===== src/rtl/pipelined_addsub_pkg.sv =====
// Shared defaults and the slice-add primitive for the carry-pipelined add/subtract unit.
package pipelined_addsub_pkg;

    localparam int WIDTH_DEF  = 16;
    localparam int STAGES_DEF = 4;
    localparam int ADD_MAXW   = 64;

    // Operands arrive zero-extended, so for an n-bit slice bit n of the result is the carry
    // and bits n-1:0 are the sum: truncating to n+1 bits yields {carry, sum}.
    function automatic logic [ADD_MAXW:0] slice_add(input logic [ADD_MAXW-1:0] a,
                                                    input logic [ADD_MAXW-1:0] b,
                                                    input logic                cin);
        return {1'b0, a} + {1'b0, b} + {{ADD_MAXW{1'b0}}, cin};
    endfunction

endpackage


===== src/rtl/pipelined_addsub_if.sv =====
// Producer/consumer handshake bundle for pipelined_addsub: operand side and result side.
interface pipelined_addsub_if
    import pipelined_addsub_pkg::*;
#(
    parameter int WIDTH = WIDTH_DEF
);
    logic             in_valid;
    logic             in_ready;
    logic [WIDTH-1:0] A;
    logic [WIDTH-1:0] B;
    logic             sub;
    logic             out_valid;
    logic             out_ready;
    logic [WIDTH-1:0] S;
    logic             Cout;
    logic             ovf;

    modport master (
        output in_valid, A, B, sub, out_ready,
        input  in_ready, out_valid, S, Cout, ovf
    );

    modport slave (
        input  in_valid, A, B, sub, out_ready,
        output in_ready, out_valid, S, Cout, ovf
    );
endinterface


===== src/rtl/pipelined_addsub_slice.sv =====
// Combinational SLICE-bit adder with carry in/out, one instance per pipeline stage.
module addsub_slice
    import pipelined_addsub_pkg::*;
#(
    parameter int SLICE = 4
) (
    input  logic [SLICE-1:0] a_i,
    input  logic [SLICE-1:0] b_i,
    input  logic             cin_i,
    output logic [SLICE-1:0] sum_o,
    output logic             cout_o
);
    assign {cout_o, sum_o} = (SLICE+1)'(slice_add(ADD_MAXW'(a_i), ADD_MAXW'(b_i), cin_i));
endmodule


===== src/rtl/pipelined_addsub.sv =====
// N-stage carry-pipelined adder, one WIDTH/STAGES-bit slice per stage, valid/ready on both sides.
// Build with ADDSUB_EN defined to honour the per-transaction sub bit (A-B); otherwise it always adds.
module pipelined_addsub
    import pipelined_addsub_pkg::*;
#(
    parameter int WIDTH  = WIDTH_DEF,
    parameter int STAGES = STAGES_DEF
) (
    input  logic              clk,
    input  logic              reset,
    input  logic              flush,
    pipelined_addsub_if.slave bus
);
    localparam int SLICE = WIDTH / STAGES;

    typedef struct packed {
        logic [WIDTH-1:0] a;
        logic [WIDTH-1:0] b;
        logic [WIDTH-1:0] result;
        logic             sub;
        logic             carry;
        logic             msb_cin;
        logic             valid;
    } stage_t;

    stage_t            stage_q  [STAGES];
    stage_t            stage_d  [STAGES];
    stage_t            stage_in [STAGES];
    logic [SLICE-1:0]  sum_w    [STAGES];
    logic [SLICE-1:0]  beff_w   [STAGES];
    logic              cout_w   [STAGES];
    logic [STAGES-1:0] adv;
    logic              in_ready_w;

    // A stage may advance when it is empty or its successor advances.
    always_comb begin
        logic adv_next;
        adv      = '0;
        adv_next = bus.out_ready;
        for (int k = STAGES - 1; k >= 0; k--) begin
            adv[k]   = !stage_q[k].valid | adv_next;
            adv_next = adv[k];
        end
    end

    assign in_ready_w   = adv[0] & !flush;
    assign bus.in_ready = in_ready_w;

    // The sub bit is folded into the stage-0 carry-in and rides with the record.
    always_comb begin
        stage_in[0]       = '0;
        stage_in[0].a     = bus.A;
        stage_in[0].b     = bus.B;
`ifdef ADDSUB_EN
        stage_in[0].sub   = bus.sub;
        stage_in[0].carry = bus.sub;
`endif
        stage_in[0].valid = bus.in_valid & in_ready_w;
        for (int k = 1; k < STAGES; k++) begin
            stage_in[k] = stage_q[k-1];
        end
    end

`ifndef ADDSUB_EN
    logic unused_sub;
    assign unused_sub = bus.sub;
`endif

    for (genvar k = 0; k < STAGES; k++) begin : g_stage
`ifdef ADDSUB_EN
        assign beff_w[k] = stage_in[k].sub ? ~stage_in[k].b[k*SLICE +: SLICE]
                                           :  stage_in[k].b[k*SLICE +: SLICE];
`else
        assign beff_w[k] = stage_in[k].b[k*SLICE +: SLICE];
`endif
        addsub_slice #(.SLICE(SLICE)) u_slice (
            .a_i    (stage_in[k].a[k*SLICE +: SLICE]),
            .b_i    (beff_w[k]),
            .cin_i  (stage_in[k].carry),
            .sum_o  (sum_w[k]),
            .cout_o (cout_w[k])
        );
    end

    always_comb begin
        for (int k = 0; k < STAGES; k++) begin
            stage_d[k] = stage_q[k];
            if (adv[k]) begin
                stage_d[k]                         = stage_in[k];
                stage_d[k].result[k*SLICE +: SLICE] = sum_w[k];
                stage_d[k].carry                   = cout_w[k];
                stage_d[k].msb_cin                 = stage_in[k].a[k*SLICE+SLICE-1]
                                                     ^ beff_w[k][SLICE-1]
                                                     ^ sum_w[k][SLICE-1];
            end
            if (flush) begin
                stage_d[k].valid = 1'b0;
            end
        end
    end

    always_ff @(posedge clk) begin
        for (int k = 0; k < STAGES; k++) begin
            if (reset) begin
                stage_q[k] <= '0;
            end else begin
                stage_q[k] <= stage_d[k];
            end
        end
    end

    assign bus.out_valid = stage_q[STAGES-1].valid;
    assign bus.S         = stage_q[STAGES-1].result;
    assign bus.Cout      = stage_q[STAGES-1].carry;
    assign bus.ovf       = stage_q[STAGES-1].msb_cin ^ stage_q[STAGES-1].carry;
endmodule


===== src/flat_wrapper.sv =====
// flat-port wrapper written by rule: the top's interface ports become plain ports
module pipelined_addsub_flat import pipelined_addsub_pkg::*;
#(
    parameter int WIDTH  = WIDTH_DEF,
    parameter int STAGES = STAGES_DEF
)
  (clk, reset, flush, bus_in_valid, bus_A, bus_B, bus_sub, bus_out_ready, bus_in_ready, bus_out_valid, bus_S, bus_Cout, bus_ovf);
  pipelined_addsub_if #(.WIDTH(WIDTH)) bus_i ();
  input  logic clk;
  input  logic reset;
  input  logic flush;
  input wire logic [$bits(bus_i.in_valid)-1:0] bus_in_valid;
  input wire logic [$bits(bus_i.A)-1:0] bus_A;
  input wire logic [$bits(bus_i.B)-1:0] bus_B;
  input wire logic [$bits(bus_i.sub)-1:0] bus_sub;
  input wire logic [$bits(bus_i.out_ready)-1:0] bus_out_ready;
  output wire logic [$bits(bus_i.in_ready)-1:0] bus_in_ready;
  output wire logic [$bits(bus_i.out_valid)-1:0] bus_out_valid;
  output wire logic [$bits(bus_i.S)-1:0] bus_S;
  output wire logic [$bits(bus_i.Cout)-1:0] bus_Cout;
  output wire logic [$bits(bus_i.ovf)-1:0] bus_ovf;
  assign bus_i.in_valid = bus_in_valid;
  assign bus_i.A = bus_A;
  assign bus_i.B = bus_B;
  assign bus_i.sub = bus_sub;
  assign bus_i.out_ready = bus_out_ready;
  assign bus_in_ready = bus_i.in_ready;
  assign bus_out_valid = bus_i.out_valid;
  assign bus_S = bus_i.S;
  assign bus_Cout = bus_i.Cout;
  assign bus_ovf = bus_i.ovf;
  pipelined_addsub #(.WIDTH(WIDTH), .STAGES(STAGES)) u_core (.clk(clk), .reset(reset), .flush(flush), .bus(bus_i));
endmodule

===== config.mk =====
export PLATFORM = sky130hd
export DESIGN_NAME = pipelined_addsub_flat
export DESIGN_NICKNAME = d
export VERILOG_FILES = /design/src/rtl/pipelined_addsub_pkg.sv /design/src/rtl/pipelined_addsub_if.sv /design/src/rtl/pipelined_addsub_slice.sv /design/src/rtl/pipelined_addsub.sv /design/src/flat_wrapper.sv
export SDC_FILE = /design/constraint.sdc
export NUM_CORES = 1
export LEC_CHECK = 0
export ABC_AREA = 1
export BUFFER_PORTS_ARGS = -buffer_cell sky130_fd_sc_hd__buf_2
export CAP_MARGIN = 25
export CORE_MARGIN = 2
export CORE_UTILIZATION = 45
export CTS_BUF_LIST = sky130_fd_sc_hd__clkbuf_4 sky130_fd_sc_hd__clkbuf_8
export DETAILED_ROUTE_END_ITERATION = 12
export PLACE_DENSITY = 0.62
export SLEW_MARGIN = 5
export SYNTH_ARGS = -nofsm -noshare
export SYNTH_HDL_FRONTEND = slang
export SYNTH_SLANG_ARGS = --single-unit

===== constraint.sdc =====
create_clock -name clk -period 2.1 [get_ports clk]
set_clock_uncertainty 0.05 [all_clocks]
set_input_delay 0.21 -clock clk [delete_from_list [all_inputs] [get_ports clk]]
set_output_delay 0.21 -clock clk [all_outputs]
set_load 0.02 [all_outputs]

==> run summary, run 1 <==
Across all layers, the routed design uses 3275 vias. Synthesis inferred 97 register bits. The logs give 4 for the number of search-and-repair iterations in the first detailed-routing pass and 5420 um for the detailed placer's ending HPWL.

The path type of the worst min-delay path is input pin to flip-flop. The largest registers in the layout are u_core.stage_q (97). In this design, the stage delay of the slowest critical-path cell is 440 ps.

Summed over all layers, the routed wires come to 8080 um. Buffers placed on the I/O ports in this run total 56. The via density per instance is 4.69.

Arrival time at the worst endpoint: 1500 ps. CTS built an H-tree with a depth of 3. The detail-routed net length per standard cell was 11.6 um.

The x dimension of the die was 101 um; the number of global-route vias before repair was 3071. The run finished with clean final reports. In this run the core area contains 35 standard-cell rows. The post-route fraction of the period consumed by the critical path works out to 83.9%. Counting both buffers and inverters, the worst setup path holds a total of 2. On the critical path the largest part of the delay comes from simple AND/OR/NAND/NOR gates. Across every metal layer, demand over resource in global routing totals 17.1%.

In this run the standard cell core region covers 0.00920 mm2. Hold is met by 20.7 ps. Setup repair after global routing left no endpoint under its margin.

The slew at the pin closest to its max-slew limit is 450 ps. In this run the deepest clock path goes through 2 buffers. For the filler cell count, the log shows 932. In the final layout, the multi-input gates occupy 0.00192 mm2.

Gates resized during post-CTS repair numbered 0. Vertical die dimension: 101 um. For this design the ratio of total power to cell area is 788 mW/mm2. TritonCTS built the clock tree. The flip-flop count of the largest register, all copies and words added is 97. The worst setup path is launched from a flip-flop.

Number of synthesis warnings: 0. Sequential cell area fraction in the yosys report: 45.6%. The number of max-cap violations is 0, and the number of CTS-inserted buffers is 9.

VDD sags by at most 0.000324 V. The signal on the critical path passes through nand3_4, clkinv_2, nand2_4, nor2_4, nor2_1, buf_2. Maximum clock rate: 568 MHz. The final weighted congestion in routability-driven placement was 0.796. Once placement completed, the tool counted placed cells totaling 682. Setup violations remaining at the end of the flow were counted as 0. Hold repair after CTS inserted 0 buffers.

At the later pin of the worst-skew pair, clock insertion delay measures 350 ps. The critical path is of the flip-flop to output port type. In this run, the number of DRC markers left after iteration 0 of detailed routing was 118.

Once detail routing completed, the nets flagged for antenna violations numbered 0. The repair_antennas step left the layout with diodes totalling 0. Clock-pin slew was measured on the worst setup and hold paths at 90 ps.

The tools report the number of antenna violations at the first check in global routing as 0. Root buffer cell: clkbuf_8. The total overflow left after global routing is 0. For the count of pins over their slew limit, the log shows 0. Setup total negative slack on the finished layout was measured at 0 ps. The max-slew headroom at the worst pin was 70.0%; the average instance area after synthesis was 7.74 um2.

Yosys mapped the design onto 26 distinct sky130hd cell types. The register with the most flip-flops in the final layout is u_core.stage_q. The tools report the netlist area before placement as 0.00426 mm2.

The tools report the initial core utilization as 46.3%. During I/O placement, the number of pins put on the boundary was 58. Synthesis produced a netlist with a net count of 608. Once the clock tree was built, the setup fixing pass inserted 0 buffers. The first-pass GRT wire length was 14100 um; the static leakage was 2.21 nW. The area growth from synthesis to layout is 11.6%.

The tools report the number of endpoints with negative hold slack in the final report as 0. The standard cell with the maximum stage delay on the critical path was dfxtp_1. The count of nets after finishing is 640.

Registers take 0.00194 mm2. Ratio of cells with drive above 1 in the final layout: 15.7%. Counting every instance in the synthesized netlist gives 550.

Floorplan die area: 0.0103 mm2. For this run, the number of standard cells in the final layout without fillers is 698. At the worst endpoint, the required time is 1840 ps. The number of design rule violations left after detail routing was 0; the pin count of the biggest net entering global routing was 57. After layout, the minimum clock period comes to 1760 ps.

The clock sink count is 97, and the fraction of the core area covered by cells at the end of the flow is 51.7%. The maximum fanout encountered on the critical timing path works out to 8. The worst setup path is captured at an output port.
==> synth_stat cells <==
| cell type | n | area share (%) |
|---|---|---|
| or2_2 | 3 | 0.44 |
| fa_1 | 7 | 3.3 |
| buf_2 | 5 | 0.59 |
| nor2_2 | 1 | 0.15 |
| nand2_1 | 82 | 7.2 |
| o21ai_0 | 45 | 5.3 |
| xnor2_1 | 1 | 0.21 |
| nand2_4 | 1 | 0.26 |
| nand3_4 | 1 | 0.41 |
| ha_1 | 13 | 3.8 |
| buf_4 | 24 | 4.2 |
| o21bai_1 | 1 | 0.18 |
| inv_2 | 1 | 0.088 |
| clkinv_2 | 1 | 0.12 |
| a21oi_1 | 34 | 4.0 |
| xor2_1 | 4 | 0.82 |
| nand4_1 | 1 | 0.15 |
| dfxtp_1 | 97 | 46 |
| nor2_1 | 139 | 12 |
| nor2_4 | 1 | 0.26 |
| buf_1 | 7 | 0.62 |
| o21ai_1 | 2 | 0.24 |
| nand3b_1 | 29 | 5.1 |
| clkbuf_1 | 10 | 0.88 |
| nand3_1 | 9 | 1.1 |
| inv_1 | 31 | 2.7 |
==> per-stage QoR <==
stage / setup slack, ps / cell area, um2 / power, mW
after global routing: 240 / 4750 / 3.93
after floorplan: 494 / 4260 / 2.24
after global placement: 416 / 4500 / 2.32
final: 338 / 4750 / 3.75
after detailed placement: 396 / 4500 / 2.32
after CTS: 303 / 4750 / 3.79
==> cells by family after synthesis <==
kind of cell	Yosys count	synth area share, %
buffers and inverters	79	9.25
DFF	97	45.6
and+or+nand+nor	267	27.3
AOI/OAI and AO/OA	82	9.69
adders and majority gates	20	7.11
xor gates and xnor gates	5	1.03
==> power by group <==
part	internal, mW	switching, mW	leakage (nW)
clock network	0.806	0.659	0.125
registers	1.93	0.0433	0.797
logic	0.136	0.173	1.29
==> layout make-up <==
| cell class | instances | area share (%) |
|---|---|---|
| clock buffers | 9 | 2.61 |
| clock inverters | 7 | 2.63 |
| inverters | 33 | 2.63 |
| multi-input cells | 374 | 40.5 |
| flip-flops and latches | 97 | 40.9 |
| well taps | 111 | 2.92 |
| repair buffers | 67 | 7.90 |
==> cells in the final DEF (no fill, tap or decap), types with 10 or more instances in the layout <==
| master | instances |
|---|---|
| nand3b_1 | 29 |
| dfxtp_1 | 97 |
| buf_4 | 10 |
| buf_2 | 56 |
| nand2_1 | 82 |
| o21ai_0 | 45 |
| a21oi_1 | 34 |
| inv_1 | 30 |
| nor2_1 | 139 |
| ha_1 | 13 |
==> routing by layer <==
| layer | wire [um] | GRT usage, % |
|---|---|---|
| met5 | 0 | 0 |
| met4 | 38 | 6.55 |
| met3 | 292 | 2.97 |
| met2 | 3400 | 25.0 |
| met1 | 4350 | 25.1 |
==> worst reg2reg max path: stages (launching register included) <==
cell and delay (ps):
dfxtp_1 320, inv_1 60, fa_1 470, fa_1 420
nor2_1 110, o21ai_0 80, nand3b_1 80, nand2_1 50
inv_1 40
==> path summary, 6_finish.rpt <==
path | start | end | slack (ps) | cells past startpoint
max | u_core.stage_q[3][0] | bus_in_ready | 340 | 6
min | bus_A[5] | u_core.stage_q[0][41] | 20 | 3
max reg2reg | u_core.stage_q[1][44] | u_core.stage_q[2][2] | 380 | 8
min reg2reg | u_core.stage_q[2][6] | u_core.stage_q[2][6] | 420 | 2
Note: power is estimated with default switching activity, not from simulation.
==> run 2: changes to the inputs <==
==> constraint.sdc (replaced) <==
create_clock -name clk -period 1.7 [get_ports clk]
set_clock_uncertainty 0.05 [all_clocks]
set_input_delay 0.17 -clock clk [delete_from_list [all_inputs] [get_ports clk]]
set_output_delay 0.17 -clock clk [all_outputs]
set_load 0.02 [all_outputs]
==> run summary, run 2 (synthesis results as in run 1) <==
The total placed cells including tap cells was 685 (was 682); the total via count in the routed design was 3411 (was 3275). Setup repair after global routing could not meet its margin everywhere. The logs give 46.3% (unchanged) for the initial core utilization and 35 (unchanged) for the row count. Number of search-and-repair iterations in the first detailed-routing pass: 4 (unchanged). The launching element of the worst setup path is u_core.stage_q[3][0] (unchanged). The logs give 5720 um (was 5420 um) for the detailed placer's ending HPWL and 0 (unchanged) for the final-report setup violation count.

The number of endpoints with negative hold slack in the final report is 0 (unchanged). The end of the worst register-to-register path was u_core.stage_q[2][2] (unchanged). The run gives 0 (unchanged) as the count of pins over their slew limit. The x dimension of the die works out to 101 um (unchanged). The placement-stage cell area was 0.00454 mm2 (was 0.00450 mm2); the final weighted congestion in routability-driven placement was 0.754 (was 0.796). The post-CTS setup repair buffer count came out at 0 (unchanged). For the static leakage, the log shows 2.32 nW (was 2.21 nW). The tools report the critical path launch point type as a flip-flop (unchanged). Number of global-route vias before repair: 3124 (was 3071).

The run finished with clean final reports. The maximum fanout encountered on the critical timing path works out to 8 (unchanged). Worst setup slack for register-to-register paths: 100 ps (was 380 ps). The via density per instance works out to 4.70 (was 4.69). The critical path required time was 1480 ps (was 1840 ps). The reg-to-reg critical path startpoint was u_core.stage_q[1][28] (was u_core.stage_q[1][44]).

First-iteration detailed-routing DRC count: 95 (was 118). For the pin count of the biggest net entering global routing, the log shows 57 (unchanged). The root buffer cell was clkbuf_8 (unchanged). The overall global routing resource usage came out at 17.4% (was 17.1%). The peak supply drop was 0.000554 V (was 0.000324 V). The tools report the max-slew headroom at the worst pin as 67.6% (was 70.0%). TritonCTS built the clock tree. The worst hold-check slack was 20.8 ps (was 20.7 ps); the number of max-cap violations was 0 (unchanged). Final non-filler cell area: 0.00500 mm2 (was 0.00475 mm2). The maximum level of the CTS H-tree is 3 (unchanged). Register with the most flip-flops: u_core.stage_q (unchanged). Detail-routed net length per standard cell: 11.8 um (was 11.6 um). The clock tree buffer depth is 2 (unchanged). The critical hold path startpoint is bus_A[15] (was bus_A[5]).

The type of the worst setup path is flip-flop to output port (unchanged). The slew at the pin closest to its max-slew limit works out to 483 ps (was 450 ps). Filler cell count: 899 (was 932). The tools report the number of antenna violations at the first check in global routing as 0 (unchanged). The logs give -37.2 ps (was 396 ps) for the worst-case setup slack after placement and 14500 um (was 14100 um) for the first-pass GRT wire length. The final instance count without filler cells was 725 (was 698); the ratio of cells with drive above 1 in the final layout was 16.4% (was 15.7%). The power density over the cells works out to 885 mW/mm2 (was 788 mW/mm2).

For the area of the placeable core, the log shows 0.00920 mm2 (unchanged). The synthesis-to-finish area growth works out to 17.4% (was 11.6%). Registers with the most flip-flops: u_core.stage_q (97) (unchanged).

The tools report the maximum clock rate as 617 MHz. For the fraction of the core area covered by cells at the end of the flow, the log shows 54.4% (was 51.7%). The kind of capture point of the worst setup path is an output port (unchanged). The tools report the clock sink count as 97 (unchanged). After layout, the worst path uses 95.3% of the clock period. The number of cells on the worst hold path works out to 3 (unchanged).

The clock latency on the worst-skew pair was 350 ps (about the same). The number of CTS-inserted buffers was 9 (unchanged). Highest-count cells in the layout ignoring fill and taps: nor2_1 (138), dfxtp_1 (95), nand2_1 (82) (was nor2_1 (139), dfxtp_1 (97), nand2_1 (82)). The count of port buffers added during placement works out to 56 (unchanged). The tools report the final worst-path setup slack as 80.5 ps (was 338 ps). For the global route total overflow, the log shows 0 (unchanged). Vertical die dimension: 101 um (unchanged). For the count of boundary I/O pins, the log shows 58 (unchanged). Path type of the worst min-delay path: input pin to flip-flop (unchanged).

The arrival time at the worst endpoint is 1400 ps (was 1500 ps), and the worst-case reg-to-reg path depth is 8 (unchanged). The tools report the number of design rule violations left after detail routing as 0 (unchanged). The tools report the endpoint of the worst hold-timing path as u_core.stage_q[0][51] (was u_core.stage_q[0][41]). The flip-flop count of the largest register, all copies and words added came out at 97 (unchanged). The most common cell after layout, fill and taps aside is nor2_1 (unchanged). The minimum period implied by the final worst setup slack was 1620 ps; the antenna diode count was 0 (unchanged).

For the final routed wirelength across all metal layers, the log shows 8520 um (was 8080 um). The post-detailed-route count of antenna-violating nets came out at 0 (unchanged). The floorplan die area is 0.0103 mm2 (unchanged), and the count of nets after finishing is 667 (was 640). The clock transition at the register clock pins on the worst setup and hold paths after CTS came out at 100 ps (was 90 ps).
## run 2: changes by cell type in the layout (fill, tap and decap cells not counted), moves of 2 or more
| cell | before | now |
|---|---|---|
| dfxtp_1 | 97 | 95 |
| buf_4 | 10 | 12 |
| dlygate4sd3_1 | 0 | 24 |
| fa_2 | 0 | 2 |
| dfxtp_2 | 0 | 2 |
| clkinv_4 | 1 | 3 |
| bufinv_16 | 3 | 1 |
| fa_1 | 7 | 5 |
## run 2: per-stage QoR
step           setup TNS (ps)  total power [mW]
2_1_floorplan               0              2.76
3_3_place_gp                0              2.87
3_5_place_dp            -37.2              2.88
4_1_cts                     0              4.47
5_1_grt                 -2.32              4.63
6_report                    0              4.43
## run 2: report_power, final
| group | switching [mW] | total (mW) | internal, mW |
|---|---|---|---|
| Combinational | 0.224 | 0.436 | 0.212 |
| Sequential | 0.0552 | 2.44 | 2.38 |
| Clock | 0.843 | 1.55 | 0.709 |
| Total | 1.12 | 4.43 | 3.30 |
## run 2: layer usage
metal	track usage (%)	up-vias	part of all wire, %
met5	0	-	0
met4	5.61	0	0.86
met3	2.55	6	4.1
met2	27.3	69	43
met1	24.9	1490	52
li1	-	1846	-
## run 2: area by class of cell
type | count | area [um2] | share of cell area [%]
tap | 111 | 139 | 2.78
timing repair buffer | 94 | 651 | 13.0
multi-input combinational | 374 | 1930 | 38.6
sequential | 97 | 1940 | 38.9
clock inverter | 7 | 85.1 | 1.70
inverter | 33 | 125 | 2.50
clock buffer | 9 | 124 | 2.48
## run 2: worst max path at each step
stage | cells past startpoint | slack, ps | endpoint
2_1_floorplan | 8 | 90 | u_core.stage_q[2][2]
3_5_place_dp | 8 | -40 | u_core.stage_q[2][2]
3_3_place_gp | 8 | 20 | u_core.stage_q[2][2]
6_report | 6 | 80 | bus_in_ready
5_1_grt | 8 | -2 | u_core.stage_q[2][2]
4_1_cts | 8 | 3 | u_core.stage_q[2][2]
## run 2: worst max-delay path: stages (launching register included)
cell	delay [ps]
dfxtp_1	450
nand3_4	120
clkinv_2	80
nand2_4	80
nor2_4	130
nor2_1	50
buf_2	150
## run 2: repair_timing
item	in CTS	in global routing
hold buffers	24	0
pin swaps	0	3
setup endpoints to repair	1	2
hold endpoints to repair	24	0
gates resized for setup	1	6
